## config.mk

```make
export PLATFORM = sky130hd
export DESIGN_NAME = processor_instr_issuer
export DESIGN_NICKNAME = d
export VERILOG_FILES = /design/src/rtl/processor_instr_issuer.sv
export SDC_FILE = /design/constraint.sdc
export NUM_CORES = 1
export LEC_CHECK = 0
export CAP_MARGIN = 20
export CORE_MARGIN = 1.5
export CORE_UTILIZATION = 58
export CTS_BUF_LIST = sky130_fd_sc_hd__clkbuf_4
export CTS_CLUSTER_DIAMETER = 50
export DETAILED_ROUTE_END_ITERATION = 10
export PLACE_DENSITY_LB_ADDON = 0.3
export SLEW_MARGIN = 30
export SYNTH_ARGS = -nofsm -noshare
export SYNTH_HDL_FRONTEND = slang
export SYNTH_SLANG_ARGS = --single-unit
export TNS_END_PERCENT = 1
```

## constraint.sdc

```tcl
create_clock -name clock -period 3.3 [get_ports clock]
set_input_delay 0.66 -clock clock [delete_from_list [all_inputs] [get_ports clock]]
set_output_delay 0.66 -clock clock [all_outputs]
set_load 0.01 [all_outputs]
```

## src/rtl/processor_instr_issuer.sv

```systemverilog
// Host-side feeder for the 9-bit processor: queues host words and issues one
// instruction at a time on DataIn/Run, waits for Done, flags a sticky timeout.
module processor_instr_issuer #(
  parameter int          DEPTH      = 4,
  parameter logic [2:0]  MVI_OPCODE = 3'b001,
  parameter int          TIMEOUT    = 15
) (
  input  logic       clock,
  input  logic       Reset,
  input  logic       InValid,
  input  logic [8:0] InWord,
  output logic       InReady,
  input  logic       Enable,
  output logic [8:0] DataIn,
  output logic       Run,
  input  logic       Done,
  output logic       Busy,
  output logic [7:0] IssueCount,
  output logic       Error
);

  localparam int AW = (DEPTH > 1) ? $clog2(DEPTH) : 1;
  localparam int CW = AW + 1;

  localparam logic [CW-1:0] CNT_ZERO = '0;
  localparam logic [CW-1:0] CNT_ONE  = CW'(1);
  localparam logic [CW-1:0] CNT_TWO  = CW'(2);
  localparam logic [CW-1:0] CNT_FULL = CW'(DEPTH);
  localparam logic [AW-1:0] PTR_ONE  = AW'(1);
  localparam logic [7:0]    TMR_LAST = 8'(TIMEOUT - 1);

  typedef enum logic [1:0] {
    S_IDLE  = 2'd0,
    S_ISSUE = 2'd1,
    S_WAIT  = 2'd2,
    S_HALT  = 2'd3
  } state_t;

  state_t          state_q, state_d;
  logic [8:0]      mem_q [DEPTH];
  logic [AW-1:0]   wr_ptr_q, wr_ptr_d;
  logic [AW-1:0]   rd_ptr_q, rd_ptr_d;
  logic [CW-1:0]   count_q, count_d;
  logic [8:0]      data_q, data_d;
  logic            run_q, run_d;
  logic            busy_q, busy_d;
  logic [7:0]      issued_q, issued_d;
  logic            err_q, err_d;
  logic [7:0]      timer_q, timer_d;

  logic            full_s;
  logic            push_s;
  logic            pop_s;
  logic [8:0]      head_s;
  logic            head_is_mvi_s;
  logic            ready_s;

  assign full_s        = (count_q == CNT_FULL);
  assign push_s        = InValid && !full_s;
  assign head_s        = mem_q[rd_ptr_q];
  assign head_is_mvi_s = (head_s[8:6] == MVI_OPCODE);
  // Readiness uses the registered count, so a word pushed this cycle cannot be popped yet.
  assign ready_s       = head_is_mvi_s ? (count_q >= CNT_TWO) : (count_q >= CNT_ONE);

  always_comb begin
    state_d  = state_q;
    data_d   = data_q;
    run_d    = 1'b0;
    busy_d   = busy_q;
    issued_d = issued_q;
    err_d    = err_q;
    timer_d  = timer_q;
    pop_s    = 1'b0;
    case (state_q)
      S_IDLE: begin
        if (Enable && ready_s) begin
          pop_s   = 1'b1;
          data_d  = head_s;
          run_d   = 1'b1;
          busy_d  = 1'b1;
          state_d = S_ISSUE;
        end else begin
          busy_d  = 1'b0;
        end
      end
      S_ISSUE: begin
        busy_d  = 1'b1;
        state_d = S_WAIT;
        // The mvi immediate is guaranteed present: IDLE only starts an mvi with two words queued.
        if ((data_q[8:6] == MVI_OPCODE) && (count_q != CNT_ZERO)) begin
          pop_s  = 1'b1;
          data_d = head_s;
        end else begin
          pop_s  = 1'b0;
        end
      end
      S_WAIT: begin
        if (Done) begin
          issued_d = issued_q + 8'd1;
          timer_d  = 8'd0;
          busy_d   = 1'b0;
          state_d  = S_IDLE;
        end else if (timer_q == TMR_LAST) begin
          err_d    = 1'b1;
          busy_d   = 1'b0;
          state_d  = S_HALT;
        end else begin
          timer_d  = timer_q + 8'd1;
        end
      end
      S_HALT: begin
        busy_d  = 1'b0;
        state_d = S_HALT;
      end
      default: begin
        busy_d  = 1'b0;
        state_d = S_IDLE;
      end
    endcase
  end

  always_comb begin
    wr_ptr_d = push_s ? (wr_ptr_q + PTR_ONE) : wr_ptr_q;
    rd_ptr_d = pop_s  ? (rd_ptr_q + PTR_ONE) : rd_ptr_q;
    count_d  = count_q;
    case ({push_s, pop_s})
      2'b10:   count_d = count_q + CNT_ONE;
      2'b01:   count_d = count_q - CNT_ONE;
      default: count_d = count_q;
    endcase
  end

  always_ff @(posedge clock) begin
    if (Reset) begin
      state_q  <= S_IDLE;
      wr_ptr_q <= '0;
      rd_ptr_q <= '0;
      count_q  <= '0;
      data_q   <= 9'd0;
      run_q    <= 1'b0;
      busy_q   <= 1'b0;
      issued_q <= 8'd0;
      err_q    <= 1'b0;
      timer_q  <= 8'd0;
    end else begin
      state_q  <= state_d;
      wr_ptr_q <= wr_ptr_d;
      rd_ptr_q <= rd_ptr_d;
      count_q  <= count_d;
      data_q   <= data_d;
      run_q    <= run_d;
      busy_q   <= busy_d;
      issued_q <= issued_d;
      err_q    <= err_d;
      timer_q  <= timer_d;
    end
  end

  // Storage needs no reset: only slots between the pointers are ever read.
  always_ff @(posedge clock) begin
    if (push_s) begin
      mem_q[wr_ptr_q] <= InWord;
    end
  end

  assign InReady    = !full_s;
  assign DataIn     = data_q;
  assign Run        = run_q;
  assign Busy       = busy_q;
  assign IssueCount = issued_q;
  assign Error      = err_q;

endmodule

```

Yosys cells after proc, flatten, opt, wreduce, memory -nomap -nowiden
Memory sizes are Yosys's and may differ from the RTL's. A register that Yosys moved wholly into a read port is not among the register bits.
Index checks and enable logic that the tools add are counted.

cells by class
  eq/ne operators = 13
  bitwise gates (word level) = 2
  order comparisons = 2
  reductions and logical operators = 14
  mux-type cells = 21
  add/subtract/negate cells = 6

operator list
  cell                                                                count
  two-way mux 9 bit                                                   2
  one-hot mux 9 bit (2 select lines)                                  1
  adder 8 x 1 -> 8 bit (second input constant)                        2
  two-way mux 8 bit                                                   2
  two-way mux 2 bit                                                   5
  equality test 8 x 4 -> 1 bit (second input constant)                1
  one-hot mux 2 bit (4 select lines)                                  1
  two-way mux 1 bit                                                   7
  equality test 2 bit (second input constant)                         3
  equality test 3 x 1 -> 1 bit (second input constant)                2
  inequality test 2 bit (second input constant)                       3
  one-hot mux 3 bit (2 select lines)                                  1
  AND reduction 2 bit                                                 3
  AND reduction 3 bit                                                 2
  adder 2 x 1 -> 2 bit (second input constant)                        2
  equality test 2 x 1 -> 1 bit (second input constant)                2
  one-hot mux 1 bit (4 select lines)                                  1
  nonzero test 2 bit                                                  2
  adder 3 x 1 -> 3 bit (second input constant)                        1
  equality test 3 bit (second input constant)                         1
  greater-or-equal comparator 3 x 1 -> 1 bit (second input constant)  1
  greater-or-equal comparator 3 x 2 -> 1 bit (second input constant)  1
  logical AND 1 bit                                                   3
  inequality test 3 bit (second input constant)                       1
  7 further kinds                                                     8

word-level totals
  output and inout bits = 21
  memories kept = 1
  bits in registers = 37
  RAM bits = 36
  input port bits = 14

memory list
  name   words  bits a word  rd ports  clocked after Yosys merged registers in  write ports  RTL line  source
  mem_q  4      9            1         1                                        1            40        logic [8:0] mem_q [DEPTH];

Longest topological paths before layout
  depth after elaboration = 7
  depth in mapped cells = 12
  depth with buffers taken out = 11

Worst setup path before layout
Ideal clock, no wire load.

  path kind = flip-flop to flip-flop
  from = register (tool-made name)
  to = register count_q[2]
  setup slack = 0.709 ns
  arrival time = 2.520 ns
  library setup time = 0.071 ns
  cell stages (with the launch flop) = 11
  cells stage by stage = dfxtp_1 -> buf_6 -> mux4_2 -> nor3b_2 -> o211a_1 -> a21oi_2 -> buf_6 -> inv_1 -> ha_1 -> or3_1 -> a21oi_1

RTL lines
  item                    RTL line  source
  end signal: assignment  149       count_q <= count_d;
  end: declaration        43        logic [CW-1:0] count_q, count_d;

==> out/qor.yml <==
outcome: "finished clean"
worst_slack_ps: 694
cts_tree: "built"
pwr_density_cell_mw_per_mm2: 641
critPathKind: "flop to flop"
io_pins: 35
grt_overflow_total: 0
worstPathCellList: "mux4_2, nand4bb_1, o211a_1, a21oi_2, inv_1, ha_1, or3_1, a21oi_1"
finalCritPeriodShare_pct: 79.0
hold_path_startpoint: "Busy"
async_flop_share_pct: 0
detail-route-antenna-nets: 0
synth_seq_cells: 75
h-tree-depth: 3
syn2layout_area_growth_pct: 16.6
tightestPinTransition_ps: 596
grt_max_degree: 48
gr-usage-all-layers_pct: 21.2
cts_made_buffers: 9
p_comb_share_pct: 28.2
placed_cell_area_mm2: 0.00364
first_pass_iters: 4
place_ws_ps: 718
reg2reg_slack_ps: 690
drv_slew: 0
post_cts_resized: 0
n_antenna_cell: 0
cts_setup_buffers: 0
die_h_um: 77.7
slowest_stage: "mux4_2"
grt_pass1_wl_um: 9600
clk_pin_slew_worst_paths_ps: 120
synth.yosys.seq_area_share_pct: 57.5
hold_viol: 0
initial_utilization_pct: 59.5
synthCells: 257
synth_edf_count: 36
path_delay_family: "simple AND/OR/NAND/NOR gates"
wl_um: 5640
drt_iter0_markers: 139
ys_warn_count: 0
p_seq_share_pct: 49.7
ctsHoldBuffers: 0
hold_end: "Busy"
cts_buffer_depth: 2
crit_buf_inv: 1
die_area_mm2: 0.00604
drive_gt1_share_pct: 9.33
cap_violations: 0
rows: 27
skew_ps: 11.0
cts_root_buf: "clkbuf_4"
ff2ff_path_depth: 8
setup.worst_path.end_class: "flop"
internal_power_uw: 1690
clock-sinks: 75
dp_hpwl_um: 3880
synth_fp_nets: 284
clock_latency_ps: 410
hold_depth: 2
fmax_ghz: 0.384
dpl.cell_count: 357
setup_viol_count_final: 0
gp_congestion: 0.833
crit_required_ps: 3640
worstHoldPathType: "flop to flop"
synth_flop_cell: "dfxtp_1"
cpPeakStageDelay_ps: 570
wl_per_cell_um: 15.2
setup_tns_ps: 0
fin_area_mm2: 0.00377
avgSynthCellArea_um2: 12.6
p_clk_share_pct: 22.2
die_w_um: 77.7
fin_crit_ps: 2610
core_mm2: 0.00544
maxSlewHeadroom_pct: 59.8
num-nets-final: 323
crit_arrival_ps: 2950
viasPerCell: 5.54
netlist_area_mm2: 0.00324
drc_errors: 0
switchingPower_uw: 726
stdcell_count: 372
irDropWorstVdd_v: 0.000358
switching_share_pct: 30.0
first_global_vias: 1976
cp-start-kind: "flop"
worstReg2RegEnd: "count_q[2]"
io_buffer_count: 34
cellLeakagePower_uw: 0.00140
worstPathMaxFanout: 5
ys_types: 42
antenna_found_initial: 0
vias: 2061
rsz0062_at_grt: "false"
[worst max path at each step]
stage	from	endpoint	slack, ps	depth (start not counted)
global route	flop	count_q[2]	530	8
floorplan	flop	count_q[2]	710	10
global placement	flop	count_q[2]	820	8
finish	flop	count_q[2]	690	8
CTS	count_q[0]	InReady	680	4
detailed placement	flop	count_q[2]	720	8
[flip-flops by register name (all words and copies together), names as in the netlist, named ones only]
register    count
count_q         3
state_q         2
timer_q         8
IssueCount      8
Run             1
rd_ptr_q        2
mem_q          36
DataIn          9
Error           1
Busy            1
wr_ptr_q        2
[worst register-to-register path: stages (launching register included)]
cell	delay, ps
dfxtp_1	460
mux4_2	570
nand4bb_1	240
o211a_1	200
a21oi_2	170
inv_1	60
ha_1	330
or3_1	370
a21oi_1	140
[cells by family (layout without fill, tap and decap cells)]
group                    count (synthesis)  in the layout  synth area share [%]
multiplexers                            20             20                  10.1
AND/OR/NAND/NOR                         84             84                  14.6
adder cells (fa/ha/maj)                 13             13                  5.03
buffers and inverters                   20             63                  2.78
flip-flops                              75             75                  57.5
XOR/XNOR                                10             10                  2.71
AO/OA/AOI/OAI                           35             35                  7.27
[power groups by stage]
| stage | logic, µW | clock network [µW] | registers (µW) |
|---|---|---|---|
| 6_report | 681 | 536 | 1200 |
| 5_1_grt | 753 | 591 | 1220 |
| 4_1_cts | 687 | 550 | 1200 |
| 3_5_place_dp | 684 | 0 | 1220 |
| 3_3_place_gp | 670 | 0 | 1220 |
| 2_1_floorplan | 471 | 0 | 1210 |
[metal layers]
layer  global-route usage, %  share of wire (%)  vias up
met4                    9.09                1.5        0
met3                    6.47                4.0        7
met5                       0                  0        -
met1                    28.3                 47      986
met2                    32.1                 47       48
li1                        -                  -     1020
[cell type report]
class	instances	area, µm²
clock inverter	5	55.1
fill	419	1660
clock buffer	10	75.1
inverter	10	37.5
sequential	75	1860
timing repair buffer	38	370
multi-input combinational	162	1280
tap	72	90.1
[through the flow]
stage / hold WS [ps] / total power [µW] / utilization (%)
finish: 457 / 2420 / 69.4
detailed placement: 447 / 1910 / 67.0
floorplan: 452 / 1680 / -
global route: 500 / 2570 / 69.4
CTS: 462 / 2440 / 69.4
global placement: 447 / 1890 / 67.0
[synth_stat cells (6+ instances only)]
cell	n	share of area [%]
ha_1	13	5.0
dfxtp_1	39	24
a211oi_1	6	1.4
inv_1	10	1.2
and3_1	8	1.5
nor2_1	23	2.7
clkbuf_1	7	0.81
nand2_1	7	0.81
mux2i_1	11	3.4
a21oi_1	11	1.7
o21ai_0	6	0.93
nand2b_1	16	3.1
xor2_1	7	1.9
edfxtp_1	36	33
nand3_1	6	0.93
[placed cells by master (no fill, tap or decap), types with 8 or more instances in the layout]
cell and n:
nand2b_1 16, mux2i_1 11, inv_1 10, clkdlybuf4s50_1 34, clkbuf_4 10, and3_1 8, ha_1 13, nor2_1 23
edfxtp_1 36, dfxtp_1 39, a21oi_1 11
No activity file was read; power rests on OpenSTA's default activity.
